<file path="src/rtl/slv_guard_rst_ctrl.sv">
// Reset-handshake responder for the subordinate guard: isolate, pulse the
// subordinate reset, settle, then acknowledge the guard, with bounded retry and sticky error.
module slv_guard_rst_ctrl #(
  parameter int unsigned IsoTimeout      = 32,
  parameter int unsigned RstHoldCycles   = 16,
  parameter int unsigned RstSettleCycles = 8,
  parameter int unsigned ClearTimeout    = 64,
  parameter int unsigned MaxRetries      = 3,
  parameter int unsigned CntWidth        = 8,
  parameter int unsigned RstCntWidth     = 8
) (
  input  logic                   clk_i,
  input  logic                   rst_ni,
  input  logic                   rst_req_i,
  input  logic                   sw_rst_i,
  input  logic                   err_clr_i,
  output logic                   rst_stat_o,
  output logic                   isolate_o,
  input  logic                   isolated_i,
  output logic                   sub_rst_no,
  output logic                   busy_o,
  output logic                   err_o,
  output logic [RstCntWidth-1:0] rst_cnt_o
);

  localparam int unsigned RetryW = (MaxRetries > 0) ? $clog2(MaxRetries + 1) : 1;

  localparam logic [CntWidth-1:0] IsoLast    = CntWidth'(IsoTimeout - 1);
  localparam logic [CntWidth-1:0] HoldLast   = CntWidth'(RstHoldCycles - 1);
  localparam logic [CntWidth-1:0] SettleLast = CntWidth'(RstSettleCycles - 1);
  localparam logic [CntWidth-1:0] ClearLast  = CntWidth'(ClearTimeout - 1);
  localparam logic [RetryW-1:0]   RetryMax   = RetryW'(MaxRetries);

  typedef enum logic [2:0] {
    ST_IDLE,
    ST_ISOLATE,
    ST_ASSERT,
    ST_SETTLE,
    ST_CLEAR,
    ST_ERROR
  } state_e;

  state_e              state_q, state_d;
  logic [CntWidth-1:0] timer_q;
  logic [RetryW-1:0]   retry_q, retry_d;
  logic                cnt_inc;

  always_comb begin
    state_d = state_q;
    retry_d = retry_q;
    cnt_inc = 1'b0;
    unique case (state_q)
      ST_IDLE: begin
        if (rst_req_i || sw_rst_i) state_d = ST_ISOLATE;
      end
      ST_ISOLATE: begin
        if (isolated_i || (timer_q == IsoLast)) state_d = ST_ASSERT;
      end
      ST_ASSERT: begin
        if (timer_q == HoldLast) state_d = ST_SETTLE;
      end
      ST_SETTLE: begin
        if (timer_q == SettleLast) state_d = ST_CLEAR;
      end
      ST_CLEAR: begin
        if (!rst_req_i) begin
          state_d = ST_IDLE;
          retry_d = '0;
          cnt_inc = 1'b1;
        end else if (timer_q == ClearLast) begin
          if (retry_q < RetryMax) begin
            retry_d = retry_q + 1'b1;
            state_d = ST_ASSERT;
          end else begin
            state_d = ST_ERROR;
          end
        end
      end
      ST_ERROR: begin
        if (err_clr_i) begin
          state_d = ST_IDLE;
          retry_d = '0;
        end
      end
      default: state_d = ST_IDLE;
    endcase
  end

  // Outputs are registered from the next state so they align with the state register.
  always_ff @(posedge clk_i or negedge rst_ni) begin
    if (!rst_ni) begin
      state_q    <= ST_IDLE;
      timer_q    <= '0;
      retry_q    <= '0;
      rst_cnt_o  <= '0;
      rst_stat_o <= 1'b0;
      isolate_o  <= 1'b0;
      sub_rst_no <= 1'b1;
      busy_o     <= 1'b0;
      err_o      <= 1'b0;
    end else begin
      state_q <= state_d;
      retry_q <= retry_d;
      // IDLE and ERROR have no timed exit, so the timer rests there instead of wrapping.
      if (state_d != state_q) begin
        timer_q <= '0;
      end else if ((state_q != ST_IDLE) && (state_q != ST_ERROR)) begin
        timer_q <= timer_q + 1'b1;
      end
      if (cnt_inc && (rst_cnt_o != '1)) rst_cnt_o <= rst_cnt_o + 1'b1;
      rst_stat_o <= (state_d == ST_CLEAR);
      isolate_o  <= (state_d != ST_IDLE);
      busy_o     <= (state_d != ST_IDLE);
      sub_rst_no <= !((state_d == ST_ASSERT) || (state_d == ST_ERROR));
      err_o      <= (state_d == ST_ERROR);
    end
  end

endmodule

</file>
<file path="config.mk">
export PLATFORM = sky130hd
export DESIGN_NAME = slv_guard_rst_ctrl
export DESIGN_NICKNAME = d
export VERILOG_FILES = /design/src/rtl/slv_guard_rst_ctrl.sv
export SDC_FILE = /design/constraint.sdc
export NUM_CORES = 1
export LEC_CHECK = 0
export ABC_CLOCK_PERIOD_IN_PS = 2600
export CAP_MARGIN = 40
export CORE_ASPECT_RATIO = 1.25
export CORE_UTILIZATION = 57
export CTS_BUF_LIST = sky130_fd_sc_hd__clkbuf_8
export DETAILED_ROUTE_END_ITERATION = 8
export PLACE_DENSITY = 0.81
export SLEW_MARGIN = 10
export SYNTH_ARGS = -nofsm -noshare
export SYNTH_HDL_FRONTEND = slang
export SYNTH_SLANG_ARGS = --single-unit
</file>
<file path="constraint.sdc">
create_clock -name clk_i -period 2.6 [get_ports clk_i]
set_clock_uncertainty 0.05 [all_clocks]
set_input_delay 0.52 -clock clk_i [delete_from_list [all_inputs] [get_ports clk_i]]
set_output_delay 0.52 -clock clk_i [all_outputs]
set_load 0.01 [all_outputs]
</file>
# == Word level (Yosys, flattened, before mapping) ==
# Index checks and enable logic that the tools add are counted.
# totals
reg_bits,25
in_bits,6
out_inout_bits,13
# classes
addsub,3
order_cmp,1
eq_ne,18
mux,18
n_reduce_logical,12
# ops
op,count
$mux W3,8
$pmux W3 S6,1
$add A8 B1 Y8 const B,2
$mux W8,2
$eq A3 B3 Y1 const B,4
$eq A3 B2 Y1 const B,3
$ne A3 B3 Y1 const B,3
$eq A8 B3 Y1 const B,1
$eq A8 B4 Y1 const B,1
$eq A8 B5 Y1 const B,1
$eq A8 B6 Y1 const B,1
$mux W2,4
$ne A8 B8 Y1 const B,1
$reduce_bool A3 Y1,2
$pmux W2 S2,1
$reduce_and A4 Y1,1
$reduce_bool A2 Y1,2
$eq A3 B1 Y1 const B,1
$logic_not A3 Y1,1
$logic_or A1 B1 Y1,3
$ne A3 B3 Y1,1
$add A2 B1 Y2 const B,1
$logic_and A1 B1 Y1,2
$lt A2 B2 Y1 const B,1
other kinds (3),4

# == Logic depth before layout (Yosys ltp) ==
# logic_depth
depth_word,8
ltp_mapped,7
mapped_depth_nobuf,6

# == Least setup slack after synthesis ==
# Ideal clock, no wire load.
# synth_timing
kind,register to register
from,register timer_q[0]
to,register timer_q[0]
setup_ns,0.131
arrival_ns,1.680
required_time_ns,2.419
setup_slack_ns,0.739
path_stages_with_launch,8
period_less_slack_ns,1.861
path_cell_list,dfrtp_1 > ha_1 > nand4bb_1 > buf_2 > o311ai_1 > nand3_1 > a31oi_4 > nor3_1
# synth_via
elab_chain_len,6
# synth_lines
element,line,text
from (decl),44,logic [CntWidth-1:0] timer_q;
from (signal assigned),108,timer_q <= timer_q + 1'b1;
$eq A8 B6 Y1 / $eq A8 B5 Y1 (equally long branches),"70, 57",
$mux W3 / $logic_or A1 B1 Y1 (equally long branches),"70, 57",
$mux W3 (on tied branches),"66, 57",
$pmux W3 S6,52,unique case (state_q)
$ne A3 B3 Y1,105,if (state_d != state_q) begin
$mux W8 / $reduce_bool A2 Y1 (equally long branches),n/a,
# Several ways; a longest one is shown, not always the timed one. The select of a mux whose other input is x is not followed.
# A chain may end at the register's enable or synchronous reset.

# == Worst setup path in the final report ==
# layout_timing
from,register timer_q[0]
to,register timer_q[1]
# The elaborated chain is that of the path after synthesis.

==> run summary <==
Post-DP HPWL - 2360 µm
Main flop type after synthesis - dfrtp_1
Global-route wire length before repair - 5090 µm
Final hold vios - 0
FILL cells - 200
Relative slew slack - 55.6%
Dpl cells - 199
Cell Area, Placed - 0.00167 mm²
Crit end category - register
WP data arrival - 2.32 ns
Vias in the first global route - 1185
Most frequent cells in the layout - dfrtp_1 (24), nand2_1 (18), clkdlybuf4s50_1 (18)
Setup slack after layout - 0.375 ns
Bufs on Longest Clock Path - 2
Post-synth EDFFs - 0
Pin count of the biggest net entering global routing - 26
Final net count - 180
Post-CTS setup buffers - 0
CTS tree - yes
Global Route Usage Sum - 25.5%
Post-Synthesis Net Count - 163
Reg power frac - 42.4%
RSZ-0062 raised after global routing - false
Cell area power density - 743 mW/mm²
Combinational power share - 39.2%
Status - complete, no violations
Hold Crit Start - rst_cnt_o[6]
DRT iter0 DRCs - 49
Initial Utilization - 60.2%
Commonest non-fill, non-tap cell in the layout - dfrtp_1
RR Startpoint - timer_q[0]
Yosys reg bits - 25
Drt via density - 5.99
Worst path required time - 2.70 ns
Die Area - 0.00280 mm²
H-tree lvl count - 1
Sw frac - 38.7%
Syn avg cell area - 9.58 µm²
Crit-path max FO - 8
Root buf cell - clkbuf_8
Synth Warn # - 0
Period minus WS final - 2.23 ns
Measured slew at the worst slew-check pin - 0.666 ns
Max cap viols - 0
Ys async rst share - 100%
First-pass DRT Iterations - 4
Hold Crit Class - register to register
Rows - 20
CP startpoint kind - register
Clk Latency, worst-skew pair - 0.27 ns
Die height - 58.9 µm
CTS sink cnt - 25
Diode count - 0
# hold bufs at CTS - 0
Initial antenna violation count - 0
Max Fclk - 449 MHz
IR drop worst, VDD - 0.509 mV
Clock-pin slew on the worst setup and hold paths - 0.09 ns
Gate Count Post-Synth - 154
P&R area growth vs syn - 16.8%
Cell-internal power - 0.785 mW
Port buffer count - 18
GP Congestion - 0.877
Final core utilization - 70.3%
Final Non-Filler Cells - 203
Total negative slack - 0 ns
GRT overflow - 0
I/O Pins - 19
Post-CTS Resized - 0
DIE WIDTH - 47.5 µm
Crit path launch - timer_q[0]
Final setup viols - 0
Final instance area - 0.00172 mm²
Core region area - 0.00245 mm²
Drt wl/cell - 15.2 µm
Num CTS Buffers - 3
Register area share after synthesis - 42.5%
Setup WS pre-CTS - 0.371 ns
Via count - 1216
CP Class - register to register
DRC Markers - 0
Final worst-path cycle share - 85.6%
Sw power - 0.495 mW
Clk pwr share - 18.3%
Post-DRT Antenna Nets - 0
Cell variety after synth - 41
Max Transition Viols Final - 0
Leak Pwr - 0.715 nW
Routed WL - 3090 µm
Synth Cell Area - 0.00148 mm²
Layout cells sized above 1 - 9.41%
## final timing paths
kind	cells after the start	slack, ns	end
max reg2reg	6	0.37	timer_q[1]
min in group asynchronous	2	0.56	retry_q[0]
min reg2reg	1	0.44	rst_cnt_o[6]
max in group asynchronous	2	1.65	sub_rst_no
min	1	0.44	rst_cnt_o[6]
max	6	0.37	timer_q[1]
## cell usage after synthesis (4+ instances only)
library cell	n	share of area (%)
dfrtp_1	24	41
nand2b_1	4	1.7
xor2_1	4	2.4
buf_2	6	2.0
o2111ai_1	4	2.4
nand3_1	8	2.7
xnor2_1	11	6.5
nor3_1	13	4.4
o21ai_0	7	2.4
nand2_1	18	4.6
inv_1	6	1.5
nor2_1	9	2.3
## logic make-up (layout without fill, tap and decap cells)
kind of cell	after synthesis	count (layout)	synth area share (%)
XOR/XNOR	15	15	8.91
adder cells (fa/ha/maj)	3	3	2.54
multiplexers	2	2	1.44
flip-flops	25	25	42.5
AND/OR/NAND/NOR	68	68	25.3
AO/OA/AOI/OAI	26	26	14.8
buffers and inverters	15	31	4.58
## worst max-delay path, cell delays in order (launching register included)
cell and delay (ns):
dfrtp_1 0.43, ha_1 0.26, nand4bb_1 0.28, o311ai_1 0.45
nand3_1 0.18, a31oi_4 0.34, nor3_1 0.10
## state kept, by name (all words and copies together), names as in the netlist
signal      cells
rst_cnt_o       8
timer_q         8
state_q         3
retry_q         2
busy_o          1
err_o           1
rst_stat_o      1
sub_rst_no      1
## metal layers
layer / global-route usage (%) / share of wire, % / up-vias
li1: - / - / 579
met3: 4.60 / 4.7 / 4
met5: 0 / 0 / -
met4: 12.2 / 0.91 / 0
met1: 30.2 / 42 / 595
met2: 42.7 / 53 / 38
## power by group through the flow
stage               Combinational [mW]  Clock, mW  Sequential (mW)
detailed placement               0.502          0            0.549
floorplan                        0.398          0            0.505
CTS                              0.504      0.239            0.542
global placement                 0.482          0            0.541
global route                     0.559      0.258            0.552
finish                           0.502      0.235            0.543
## area by class of cell
type / count / area [µm²] / share of cell area [%]
clock inverter: 1 / 7.51 / 0.436
tap: 33 / 41.3 / 2.40
inverter: 6 / 22.5 / 1.31
clock buffer: 3 / 41.3 / 2.40
sequential: 25 / 627 / 36.4
timing repair buffer: 21 / 203 / 11.8
multi-input combinational: 114 / 781 / 45.3
## metrics by stage
| step | hold slack (ns) | power, mW |
|---|---|---|
| final | 0.444 | 1.28 |
| after global placement | 0.428 | 1.02 |
| after detailed placement | 0.434 | 1.05 |
| after CTS | 0.447 | 1.29 |
| after global routing | 0.474 | 1.37 |
| after floorplan | 0.174 | 0.902 |
Note: power is estimated with default switching activity, not from simulation.
==> RTL change (config.mk and constraints unchanged) <==
Add an input register stage for `err_clr_i` and `isolated_i`; this delays them by one clock.
--- a/src/rtl/slv_guard_rst_ctrl.sv
+++ b/src/rtl/slv_guard_rst_ctrl.sv
@@ -40,6 +40,14 @@
     ST_ERROR
   } state_e;
 
+  logic err_clr_q;
+  logic isolated_q;
+
+  always_ff @(posedge clk_i) begin
+    err_clr_q  <= err_clr_i;
+    isolated_q <= isolated_i;
+  end
+
   state_e              state_q, state_d;
   logic [CntWidth-1:0] timer_q;
   logic [RetryW-1:0]   retry_q, retry_d;
@@ -54,7 +62,7 @@
         if (rst_req_i || sw_rst_i) state_d = ST_ISOLATE;
       end
       ST_ISOLATE: begin
-        if (isolated_i || (timer_q == IsoLast)) state_d = ST_ASSERT;
+        if (isolated_q || (timer_q == IsoLast)) state_d = ST_ASSERT;
       end
       ST_ASSERT: begin
         if (timer_q == HoldLast) state_d = ST_SETTLE;
@@ -77,7 +85,7 @@
         end
       end
       ST_ERROR: begin
-        if (err_clr_i) begin
+        if (err_clr_q) begin
           state_d = ST_IDLE;
           retry_d = '0;
         end
Formal check against the unedited RTL: not equivalent (a bounded check fails within 4 cycles, from zero or initial values and one cycle with rst_ni low).
==> RTL change against the original RTL <==
Area after synthesis increased by 2.0%; sequential cell count is 2 higher; setup slack worse by 0.084 ns; routed wire length rose by 3.4%; synthesized cell count decreased by 1.3%; power decreased by 5.7%; final area rose by 1.2%; critical path type unchanged.
==> RTL change: results (changes against the original RTL) <==
metric;value;unit;change
status;complete, no violations;;unchanged
dpl cells;197;;was 199
DRT iter0 DRCs;58;;was 49
Seq area share;0.3826;;was 0.3638
fraction of area in multi-input gates;0.4422;;was 0.4532
Netlist cell types;44;;was 41
first-pass GRT wire length;5.092;mm;was 5.085 mm
post_cts resized;0;;unchanged
Hold Path Class;flip-flop to flip-flop;;unchanged
Initial DRT Pass Iterations;5;;was 4
Synth Area in Compound Gates;0.1622;;was 0.1476
vias in the first global route;1172;;was 1185
adder-cell area share of the yosys netlist;0.02496;;was 0.02545
CP Max Fanout;7;;was 8
Post-Route WL;3.189;mm;was 3.085 mm
Static Leak;0.7224;nW;was 0.7148 nW
synthesized flop and latch total;27;;was 25
initial antenna violation count;0;;unchanged
share of layout cells above drive strength 1;0.08929;;was 0.09412
vias per cell;5.965;;was 5.990
sequential fraction of the synthesis area;0.4434;;was 0.4249
peak supply drop;0.0005567;V;was 0.0005092 V
crit path DAT;2.43;ns;was 2.32 ns
pwr/cell area;692.8;nW/µm²;was 743.1 nW/µm²
top cells by count, synth;dfrtp_1 (24), nor3_1 (11), xnor2_1 (9);;was dfrtp_1 (24), nand2_1 (18), nor3_1 (13)
Non-CTS inverters;6;;unchanged
Routed WL per cell;15.87;µm;was 15.20 µm
Place WS;0.2981;ns;was 0.3714 ns
ys async rst share;0.9259;;was 1.000
placed cell area;1697;µm²;was 1674 µm²
Tot GR Track Use;0.2503;;was 0.2547
Final nets;178;;was 180
Layout clock area frac;0.02656;;was 0.02832
Repair and plain buffers;20;;was 21
syn nets;161;;was 163
Post-Synthesis Cells;152;;was 154
fraction of area in non-clock buffers;0.1120;;was 0.1176
Synth Area in XOR/XNOR;0.08735;;was 0.08906
mux contribution to synthesized area;0.02246;;was 0.01442
Worst-Skew Late Latency;0.27;ns;about the same
routability cong.;0.9240;;was 0.8769
multi-input gate count;111;;was 114
Post-Syn Area;1504;µm²;was 1475 µm²
Layout fillers;197;;was 200
largest cells by area after synthesis;dfrtp_1 (40%), xnor2_1 (5.2%), o211ai_1 (4.0%);;was dfrtp_1 (41%), xnor2_1 (6.5%), nand2_1 (4.6%)
Detailed Place HPWL;2.376;mm;was 2.356 mm
Worst Tran Pin Value;0.7843;ns;was 0.6660 ns
RTL change: changes by cell type after synthesis, moves of 3 or more:
cell,unedited run,this run
o31ai_1,0,3
o211ai_1,3,8
nor4_1,0,5
a21oi_1,2,5
buf_2,6,1
nand3_1,8,4
nand2_1,18,8
RTL change: critical path: stages, from the launching register on:
cell      delay (ns)
dfrtp_1         0.44
ha_1            0.28
and4bb_4        0.24
a41o_1          0.29
a221oi_2        0.52
o21ai_2         0.10
nor4_1          0.28
RTL change: report_power, final:
group          switching [mW]  internal (mW)  leakage [nW]
Clock                   0.130          0.107        0.0255
Sequential             0.0831          0.477         0.337
Combinational           0.221          0.189         0.360
Total                   0.435          0.773         0.722
RTL change: metal layers:
layer / GRT usage / share of wire
met5: 0 / 0
met4: 0.07540 / 0.0060
met3: 0.03963 / 0.040
met2: 0.4440 / 0.53
met1: 0.2982 / 0.43
RTL change: worst paths after layout:
kind | startpoint | end | slack, ns | depth (start not counted)
max | timer_q[0]$_DFFE_PN0P_ | timer_q[2]$_DFFE_PN0P_ | 0.29 | 6
min | rst_cnt_o[7]$_DFFE_PN0P_ | rst_cnt_o[7]$_DFFE_PN0P_ | 0.47 | 1
max reg2reg | timer_q[0]$_DFFE_PN0P_ | timer_q[2]$_DFFE_PN0P_ | 0.29 | 6
min reg2reg | rst_cnt_o[7]$_DFFE_PN0P_ | rst_cnt_o[7]$_DFFE_PN0P_ | 0.47 | 1
max in group asynchronous | rst_ni | sub_rst_no$_DFF_PN1_ | 1.65 | 2
min in group asynchronous | rst_ni | timer_q[3]$_DFFE_PN0P_ | 0.55 | 2
